**config.mk**
```make
export PLATFORM = sky130hd
export DESIGN_NAME = picorv_mem_arbiter
export DESIGN_NICKNAME = d
export VERILOG_FILES = /design/src/rtl/picorv_mem_arbiter.sv
export SDC_FILE = /design/constraint.sdc
export NUM_CORES = 1
export LEC_CHECK = 0
export CELL_PAD_IN_SITES_DETAIL_PLACEMENT = 0
export CELL_PAD_IN_SITES_GLOBAL_PLACEMENT = 1
export CORE_MARGIN = 2
export CORE_UTILIZATION = 19
export DETAILED_ROUTE_END_ITERATION = 12
export PLACE_DENSITY = 0.87
export REMOVE_ABC_BUFFERS = 1
export SETUP_SLACK_MARGIN = 0.2
export SLEW_MARGIN = 20
export SYNTH_ARGS = -nofsm -noshare
export SYNTH_HDL_FRONTEND = slang
export SYNTH_SLANG_ARGS = --single-unit
```
**constraint.sdc**
```tcl
create_clock -name clk -period 2.6 [get_ports clk]
set_clock_uncertainty 0.2 [all_clocks]
set_input_delay 0.52 -clock clk [delete_from_list [all_inputs] [get_ports clk]]
set_output_delay 0.52 -clock clk [all_outputs]
set_load 0.02 [all_outputs]
```
**src/rtl/picorv_mem_arbiter.sv**
```systemverilog
// Two-master arbiter sharing one PicoRV-style memory port; grant doubles as the FSM state debug view.
// Optional ARB_TIMEOUT_EN: forced completion with TIMEOUT_RDATA after TIMEOUT_CYCLES grant cycles.
module picorv_mem_arbiter #(
  parameter bit          FIXED_PRIO     = 1'b0,
  parameter int          CNT_W          = 16,
  parameter int          TIMEOUT_CYCLES = 255,
  parameter logic [31:0] TIMEOUT_RDATA  = 32'hDEADBEEF
) (
  input  logic             clk,
  input  logic             resetn,
  input  logic             m0_mem_valid,
  input  logic             m0_mem_instr,
  input  logic [31:0]      m0_mem_addr,
  input  logic [31:0]      m0_mem_wdata,
  input  logic [3:0]       m0_mem_wstrb,
  output logic             m0_mem_ready,
  output logic [31:0]      m0_mem_rdata,
  input  logic             m1_mem_valid,
  input  logic             m1_mem_instr,
  input  logic [31:0]      m1_mem_addr,
  input  logic [31:0]      m1_mem_wdata,
  input  logic [3:0]       m1_mem_wstrb,
  output logic             m1_mem_ready,
  output logic [31:0]      m1_mem_rdata,
  output logic             s_mem_valid,
  output logic             s_mem_instr,
  output logic [31:0]      s_mem_addr,
  output logic [31:0]      s_mem_wdata,
  output logic [3:0]       s_mem_wstrb,
  input  logic             s_mem_ready,
  input  logic [31:0]      s_mem_rdata,
  output logic [1:0]       grant,
  output logic [CNT_W-1:0] cnt0,
  output logic [CNT_W-1:0] cnt1,
  output logic             timeout_err
);

  // Handshake: a master holds valid until its ready pulse; the slave sees valid only while
  // that master is granted, and its ready completes the transfer in the same cycle.
  typedef enum logic [1:0] {IDLE = 2'b00, GRANT0 = 2'b01, GRANT1 = 2'b10} state_t;

  state_t           state_q, state_d;
  logic             last_q, last_d;
  logic             inc0, inc1;
  logic             own_m1, own_valid;
  logic             timeout_hit, done_ready;
  logic [31:0]      done_rdata;
  logic [CNT_W-1:0] cnt0_q, cnt1_q;

  assign own_m1     = (state_q == GRANT1);
  assign own_valid  = own_m1 ? m1_mem_valid : m0_mem_valid;
  assign done_ready = s_mem_ready | timeout_hit;
  // A real slave ready always wins over a coincident timeout
  assign done_rdata = (timeout_hit && !s_mem_ready) ? TIMEOUT_RDATA : s_mem_rdata;

  always_comb begin
    state_d      = state_q;
    last_d       = last_q;
    inc0         = 1'b0;
    inc1         = 1'b0;
    s_mem_valid  = 1'b0;
    s_mem_instr  = 1'b0;
    s_mem_addr   = '0;
    s_mem_wdata  = '0;
    s_mem_wstrb  = '0;
    m0_mem_ready = 1'b0;
    m0_mem_rdata = '0;
    m1_mem_ready = 1'b0;
    m1_mem_rdata = '0;
    case (state_q)
      IDLE: begin
        if (m0_mem_valid && m1_mem_valid)
          state_d = (FIXED_PRIO || last_q) ? GRANT0 : GRANT1;
        else if (m0_mem_valid)
          state_d = GRANT0;
        else if (m1_mem_valid)
          state_d = GRANT1;
      end
      GRANT0, GRANT1: begin
        if (own_m1) begin
          s_mem_valid  = m1_mem_valid;
          s_mem_instr  = m1_mem_instr;
          s_mem_addr   = m1_mem_addr;
          s_mem_wdata  = m1_mem_wdata;
          s_mem_wstrb  = m1_mem_wstrb;
          m1_mem_ready = done_ready;
          m1_mem_rdata = done_rdata;
        end else begin
          s_mem_valid  = m0_mem_valid;
          s_mem_instr  = m0_mem_instr;
          s_mem_addr   = m0_mem_addr;
          s_mem_wdata  = m0_mem_wdata;
          s_mem_wstrb  = m0_mem_wstrb;
          m0_mem_ready = done_ready;
          m0_mem_rdata = done_rdata;
        end
        // Every grant ends in IDLE so the slave always sees a fresh valid edge
        if (s_mem_ready) begin
          state_d = IDLE;
          last_d  = own_m1;
          inc0    = !own_m1;
          inc1    = own_m1;
        end else if (timeout_hit || !own_valid) begin
          state_d = IDLE;
        end
      end
      default: state_d = IDLE;
    endcase
  end

  always_ff @(posedge clk or negedge resetn) begin
    if (!resetn) begin
      state_q <= IDLE;
      last_q  <= 1'b1;
      cnt0_q  <= '0;
      cnt1_q  <= '0;
    end else begin
      state_q <= state_d;
      last_q  <= last_d;
      if (inc0 && (cnt0_q != {CNT_W{1'b1}})) cnt0_q <= cnt0_q + 1'b1;
      if (inc1 && (cnt1_q != {CNT_W{1'b1}})) cnt1_q <= cnt1_q + 1'b1;
    end
  end

`ifdef ARB_TIMEOUT_EN
  localparam int WAIT_W = (TIMEOUT_CYCLES > 1) ? $clog2(TIMEOUT_CYCLES) : 1;

  logic [WAIT_W-1:0] wait_q;
  logic              terr_q;

  // Grants are always entered from IDLE, where the wait counter sits at zero
  assign timeout_hit = (state_q != IDLE) && (wait_q == WAIT_W'(TIMEOUT_CYCLES - 1));
  assign timeout_err = terr_q;

  always_ff @(posedge clk or negedge resetn) begin
    if (!resetn) begin
      wait_q <= '0;
      terr_q <= 1'b0;
    end else begin
      if (state_q == IDLE) wait_q <= '0;
      else                 wait_q <= wait_q + 1'b1;
      if (timeout_hit && !s_mem_ready) terr_q <= 1'b1;
    end
  end
`else
  logic unused_timeout_cfg;

  assign unused_timeout_cfg = ^{TIMEOUT_RDATA, 32'(TIMEOUT_CYCLES)};
  assign timeout_hit        = 1'b0;
  assign timeout_err        = 1'b0;
`endif

  assign grant = state_q;
  assign cnt0  = cnt0_q;
  assign cnt1  = cnt1_q;

endmodule

```
Yosys cells after proc, flatten, opt, wreduce, memory -nomap -nowiden:

Cells that the tools add are included.

* bits in registers: 35
* input bits: 175

* multiplexer cells: 29
* add/subtract/negate cells: 2
* equal/unequal tests: 6
* reduce and logical (&&, ||, !) cells: 8

Operators with widths (number)
* $mux W32: 8
* $add A16 B1 Y16 const B: 2
* $ne A16 B16 Y1 const B: 2
* $mux W1: 12
* $mux W2: 6
* $mux W4: 2
* $ne A4 B4 Y1 const B: 1
* $pmux W2 S2: 1
* $reduce_and A2 Y1: 2
* $logic_and A1 B1 Y1: 3
* $ne A3 B3 Y1 const B: 1
* $eq A2 B1 Y1 const B: 1
* $eq A2 B2 Y1 const B: 1
* $logic_not A2 Y1: 1
* $reduce_or A2 Y1: 1
* $logic_not A1 Y1: 1

Longest topological paths before layout:

Gate-level depths: netlist of the first run.

* depth in word-level cells: 5
* gate-level depth with buffers: 8

Least setup slack after synthesis of the first run:

Ideal clock, no wire load.

* path type: reg-to-output
* from: reg state_q[0], in the netlist grant[0]
* to: out s_mem_addr[0]
* arrival time: 1757 ps
* slack: 123 ps
* cell stages (with the launch flop): 8
* cells stage by stage: dfrtp_1 > inv_1 > ha_1 > buf_2 > buf_2 > buf_2 > mux2i_1 > nor2b_1

* cells in the longest elaborated chain, start to end: 3

RTL lines
* start: declaration: RTL line 42 `state_t state_q, state_d;`
* start signal: assignment: RTL line 118 `state_q <= state_d;`
* $eq A2 B2 Y1 *: RTL line 50 `assign own_m1 = (state_q == GRANT1);`
* net own_m1: RTL line 45 `logic own_m1, own_valid;`
* $mux W32 / $reduce_or A2 Y1 (equally long branches): RTL line 80, 70
* $mux W32 *: RTL line 70 `case (state_q)`
* end: declaration: RTL line 27 `output logic [31:0] s_mem_addr,`

The timed path passes the listed nets; every way through them passes the cells marked *.

Worst setup path in the final report of the first run:

* from: reg state_q[1], in the netlist grant[1]
* to: out s_mem_addr[10]

Same word-level chain as after synthesis.

==> impl_metrics.csv, run 1 <==
group,metric,value,unit
placed_design,dpl.hpwl,16000,um
run,cap_violations,0,
worst_setup_path,end_kind,"primary output",
yosys,syn_avg_cell_area,8.84,sq um
final_layout,area_growth,167,%
timing,fin_crit,2.60,ns
timing,worst_pin_slew,0.536,ns
final_layout,layout_commonest_cell,"clkdlybuf4s50_1",
routing,firstDrtPassIters,6,
routing,routedWlPerCell,20.5,um
routing,drt_wl_total,21500,um
routing,drc,0,
routing,antenna_left,0,
worst_setup_path,cp_slowest_cell,"dfrtp_1",
worst_setup_path,cp_num_buf_inv,6,
clocking,clk_latency,0.27,ns
hold_path,hp-class,"flop to flop",
yosys,syn-cell-area,3420,sq um
worst_setup_path,arrival,1.88,ns
yosys,seq_area_frac_synth,25.6,%
routing,drt_iter0_drc,187,
clocking,htree_levels,2,
floorplan,pin_count,346,
power_and_ir_drop,ir_drop,0.840,mV
final_layout,final_cell_mix,"clkdlybuf4s50_1 (208), buf_4 (75), buf_6 (73), nor2b_1 (44), mux2i_1 (43)",
floorplan,core_area,17800,sq um
run_status,violations,"negative setup slack",
power_and_ir_drop,leakagePower,4.00,nW
routing,vias,4527,
global_routing,grt_pass1_wl,29200,um
timing,setup_viol,1,
global_routing,track_usage,20.1,%
worst_setup_path,crit_family,"buffers and inverters",
timing,final-hold-violation-count,0,
clocking,ctsRootBufferMaster,"clkbuf_16",
clocking,clockBufferDepth,2,
floorplan,start_util,19.2,%
worst_setup_path,cp.required,1.88,ns
timing,rsz0062_at_grt,"yes",
timing,fin_crit_sh,100,%
final_layout,layout.cells.non_filler,1046,
clocking,clk_pin_slew,0.06,ns
worst_setup_path,cpPeakStageDelay,0.39,ns
yosys,yosysWarnings,0,
worst_setup_path,startpoint_type,"flop",
clocking,tritoncts,"done",
timing,worst_slack,-0.00104,ns
timing,relSlewSlack,64.1,%
final_layout,postLayoutCoreUtil,51.4,%
timing,fmax,0.384,GHz
global_routing,grt_pass1_vias,4478,
floorplan,die_y,138,um
floorplan,die_w,138,um
run_status,outcome,"finished, violations left",
global_routing,grt_max_degree,36,
yosys,synth_top_cell_by_area,"dfrtp_1",
global_routing,overflow,0,
timing,maxSlewViolCount,0,
power_and_ir_drop,p_total,12.2,mW
yosys,synthTopCellsByArea,"dfrtp_1 (25%), mux2i_1 (21%), nor2b_1 (13%), and2_1 (12%), xnor2_1 (3.3%)",
worst_setup_path,worstPathCellList,"buf_6 -> ha_4 -> buf_12 -> buf_4 -> buf_6 -> buf_4 -> mux2i_1 -> nor2b_1 -> buf_4",
placed_design,place_inst,969,
clocking,cts_buffers,5,
yosys,synth.distinct_cells,41,
power_and_ir_drop,cellPowerDensity,1330,nW/um^2
clocking,clock-sinks,35,
yosys,ys_seq_elements,35,
placed_design,io_buffer_count,344,
final_layout,drive_above_1_share,44.3,%
yosys,synth_cells,387,
routing,viasPerCell,4.33,
floorplan,dieArea,19100,sq um
global_routing,antenna_found_initial,7,
placed_design,gp_congestion,0.899,
worst_setup_path,crit_path_frequent_cell,"buf_4",
yosys,yosysTopAreaCellShare,24.9,%
final_layout,fin_nets,989,
worst_setup_path,critical_path_class,"flop to primary output",
worst_setup_path,worst-path-max-fanout,5,
floorplan,row_count,49,
==> registers in the layout, summed over array words and instances (netlist names) <==
register,count
cnt0,16
cnt1,16
grant,2
last_q,1
==> worst register-to-register path, cell delays in order, from the launching register on <==
cell and delay (ns):
dfrtp_1 0.38, inv_2 0.06, buf_6 0.10, ha_4 0.19, buf_4 0.17, buf_12 0.15
nand3b_1 0.16, inv_2 0.05, buf_4 0.12, buf_4 0.12, buf_4 0.13, o41ai_4 0.09
buf_4 0.21, mux2_4 0.29
==> power breakdown <==
group	internal (mW)	switching (mW)	leakage [nW]	total [mW]
sequential	0.646	0.142	0.462	0.788
combinational	6.13	4.66	3.47	10.8
clock	0.353	0.223	0.0669	0.576
==> through the flow <==
step	hold slack, ns	setup TNS (ns)	area [sq um]	setup WS (ns)
after global routing	0.339	-0.948	9130	-0.0882
after global placement	0.307	-0.128	7510	-0.0371
after detailed placement	0.303	-0.623	7510	-0.0520
after floorplan	0.0244	-374.32	3310	-2.92
after CTS	0.322	-0.00231	8220	-0.00231
final	0.320	-0.00104	9140	-0.00104
==> kinds of logic after synthesis <==
logic type                 synth area share (%)
AOI/OAI and AO/OA                          1.87
and+or+nand+nor                            37.8
other                                     0.110
DFF                                        25.6
adders and majority gates                  1.46
buffers and inverters                      3.95
xor gates and xnor gates                   6.66
muxes                                      22.5
==> final cells by class <==
cell class | count | area, sq um
sequential | 35 | 877
fill | 1637 | 8640
timing repair buffer | 440 | 4740
tap | 229 | 287
antenna | 6 | 15.0
clock inverter | 2 | 12.5
multi-input combinational | 320 | 3050
inverter | 8 | 30.0
clock buffer | 6 | 129
==> synth_stat cells (all sizes together) <==
| cell type | instances |
|---|---|
| nor2 | 11 |
| nand3b | 1 |
| conb | 1 |
| or2 | 1 |
| nor3b | 1 |
| o41ai | 1 |
| xor2 | 13 |
| nor4 | 3 |
| dfstp | 1 |
| nand4b | 1 |
| nand2b | 1 |
| and2 | 65 |
| inv | 8 |
| buf | 10 |
| nor4b | 2 |
| nor2b | 71 |
| xnor2 | 13 |
| clkbuf | 14 |
| mux2i | 72 |
| and4 | 2 |
| a22oi | 1 |
| dfrtp | 34 |
| and3 | 5 |
| nand4 | 10 |
| nor3 | 8 |
| a21oi | 1 |
| ha | 4 |
| or3 | 2 |
| a31oi | 3 |
| nand3 | 14 |
| nand2 | 8 |
| mux2 | 4 |
| o21ai | 1 |
==> final timing paths <==
path | startpoint | end | slack (ns) | depth (start not counted)
worst max register to register | grant[0] | cnt0[1] | 0.07 | 13
worst min-delay path | cnt1[15] | cnt1[15] | 0.32 | 1
worst max-delay path | grant[1] | s_mem_addr[10] | -0.001 | 9
worst min register to register | cnt1[15] | cnt1[15] | 0.32 | 1
max in group asynchronous | resetn | last_q | 1.39 | 2
min in group asynchronous | resetn | cnt0[0] | 0.46 | 2
==> per-layer routing <==
layer	vias to the layer above	GRT usage (%)	wire length, um
met1	2156	22.7	8040
li1	2166	-	-
met2	182	37.6	11700
met5	-	0	0
met3	23	3.95	1150
met4	0	6.93	639
==> what timing repair did <==
item / in CTS / in global routing
endpoints found under the setup margin: 137 / 156
setup buffers: 31 / 19
hold endpoints to repair: 0 / 0
pin swaps: 4 / 18
hold buffers: 0 / 0
gates resized for setup: 614 / 153
gates cloned: 5 / 8
Note: power is estimated with default switching activity, not from simulation.
==> run 2: changes to the inputs <==
Settings changed: CAP_MARGIN from default to 25, CORE_AREA from default to 2 2 135 137, CORE_MARGIN 2 to default, CORE_UTILIZATION 19 to default, DIE_AREA from default to 0 0 137 139, DONT_BUFFER_PORTS from default to 1, PLACE_DENSITY 0.87 to 0.5.
==> run 2 against run 1 <==
Critical path type unchanged. Sequential power grew 9.0%. Non-clock buffer count shrank 290. Critical endpoint is now s_mem_addr[31]. The run still ends with negative setup slack left. Clock power grew 19%. Via count shrank 21%. Critical path depth shrank 1. First-iteration DRC count shrank 19%. Clock-buffer cell count shrank 1. Total power shrank 5.1%. Hold slack lost 0.13 ns. Cell area shrank 26%.
==> impl_metrics.csv, run 2 (synthesized netlist as in run 1, its figures left out) <==
group,metric,value,unit
power_and_ir_drop,ir_drop,0.868,mV
run_status,violations,"negative setup slack",
routing,drc,0,
clocking,cts_buffers,5,
placed_design,dpl.hpwl,13700,um
timing,rsz0062_at_grt,"yes",
floorplan,dieArea,19000,sq um
placed_design,io_buffer_count,0,
hold_path,hold_end,"grant[0]",
routing,m1WireLength,7240,um
global_routing,overflow,0,
placed_design,place_inst,687,
clocking,htree_levels,2,
final_layout,num-fill-cells,1686,
routing,routedWlPerCell,25.7,um
global_routing,grt_pass1_vias,3675,
hold_path,hp-start,"m0_mem_valid",
routing,firstDrtPassIters,4,
floorplan,start_util,19.4,%
routing,wl_met3,2270,um
floorplan,die_w,137,um
clocking,clk_pin_slew,0.06,ns
routing,drt_wl_total,19300,um
worst_setup_path,r2r-start,"grant[0]",
timing,worst_slack,-0.0818,ns
global_routing,grt_max_degree,36,
worst_setup_path,worst-path-max-fanout,7,
global_routing,antenna_found_initial,0,
timing,fmax,0.373,GHz
timing,worst_pin_slew,0.628,ns
routing,drt_iter0_drc,151,
timing,final-hold-violation-count,0,
clocking,clock-sinks,35,
final_layout,area_growth,97.0,%
worst_setup_path,reg2regPathDepth,10,
final_layout,antenna_cells,0,
routing,highest_layer,"met4",
worst_setup_path,r2r_end,"cnt1[9]",
placed_design,gp_congestion,0.852,
worst_setup_path,r2r_slack,0.24,ns
timing,setup_viol,2,
floorplan,core_area,17700,sq um
run_status,outcome,"finished, violations left",
worst_setup_path,cp.required,1.88,ns
clocking,clk_latency,0.28,ns
global_routing,track_usage,18.8,%
floorplan,row_count,49,
timing,maxSlewViolCount,0,
timing,fin_tns_setup,-0.0941,ns
hold_path,holdPathStages,2,
worst_setup_path,arrival,1.96,ns
final_layout,drive_above_1_share,64.9,%
routing,antenna_left,0,
routing,viasPerCell,4.76,
final_layout,layout_commonest_cell,"buf_6",
clocking,tritoncts,"done",
routing,vias,3573,
final_layout,layout.cells.non_filler,750,
global_routing,grt_pass1_wl,25800,um
routing,wl_met2,9340,um
worst_setup_path,end_kind,"primary output",
timing,fin_crit,2.68,ns
clocking,ctsRootBufferMaster,"clkbuf_16",
power_and_ir_drop,cellPowerDensity,1710,nW/um^2
clocking,clockBufferDepth,2,
run,cap_violations,0,
timing,fin_crit_sh,103,%
final_layout,final_cell_mix,"buf_6 (58), and2_4 (51), buf_4 (49), mux2i_4 (35), nor2b_4 (35)",
timing,relSlewSlack,58.0,%
final_layout,fin_nets,699,
power_and_ir_drop,leakagePower,2.88,nW
worst_setup_path,startpoint_type,"flop",
hold_path,hp-class,"input pin to flop",
floorplan,die_y,139,um
worst_setup_path,critical_path_class,"flop to primary output",
floorplan,pin_count,346,
run 2: cell types whose count changed in the layout (fill, tap and decap cells not counted), sizes merged, moves of 3 or more:
cell	change
clkdlybuf4s50	-208
buf	-76
clkdlybuf4s15	-6
diode	-6
clkbuf	-3
run 2: layout make-up:
type / instances / area, sq um / area share [%]
Sequential cell: 35 / 877 / 13.0
Inverter: 8 / 37.5 / 0.557
Tap cell: 229 / 287 / 4.25
Timing Repair Buffer: 150 / 1960 / 29.1
Clock inverter: 3 / 43.8 / 0.650
Multi-Input combinational cell: 320 / 3410 / 50.6
Clock buffer: 5 / 125 / 1.86
run 2: how the worst max path moves through the flow:
stage	startpoint	endpoint	slack, ns	cells past startpoint
global route	grant[0]	s_mem_addr[31]	-0.10	8
CTS	grant[0]	s_mem_wdata[20]	-0.02	7
detailed placement	grant[0]	s_mem_wdata[27]	-0.06	7
floorplan	grant[0]	m0_mem_rdata[0]	-2.92	4
finish	grant[0]	s_mem_addr[31]	-0.08	8
global placement	grant[0]	s_mem_wdata[27]	-0.03	7
run 2: repair_timing:
action                                  4_1_cts  5_1_grt
endpoints found under the setup margin      121      144
pin swaps                                    10       31
endpoints found under the hold margin        35        0
hold buffers                                  2        0
gates cloned                                 17        3
buffers inserted                             28        5
resized for setup                           239      148
run 2: metal layers:
layer	vias to the layer above	global-route usage (%)
met4	0	4.67
met3	18	7.82
met5	-	0
met2	224	31.0
met1	1754	22.4
li1	1577	-
run 2: report_power, final:
| part | internal [mW] | total [mW] | switching, mW |
|---|---|---|---|
| logic | 5.51 | 9.99 | 4.48 |
| clock network | 0.452 | 0.686 | 0.234 |
| registers | 0.643 | 0.859 | 0.216 |
run 2: critical path, cell delays in order (launching register included):
cell and delay (ns):
dfrtp_1 0.40, inv_2 0.10, ha_4 0.20, buf_12 0.17, buf_12 0.11, buf_16 0.12, mux2i_2 0.29, nor2b_1 0.11
buf_4 0.17
run 2: stage by stage:
stage	setup slack [ns]	cell area, sq um	hold slack, ns	total power, mW	utilization, %
floorplan	-2.92	3310	0.0244	4.25	-
global placement	-0.0302	4370	0.0256	6.30	24.7
detailed placement	-0.0631	4370	0.0255	6.33	24.7
CTS	-0.0166	6010	0.188	10.3	34.0
global route	-0.101	6740	0.193	12.1	38.1
finish	-0.0818	6740	0.191	11.5	38.1
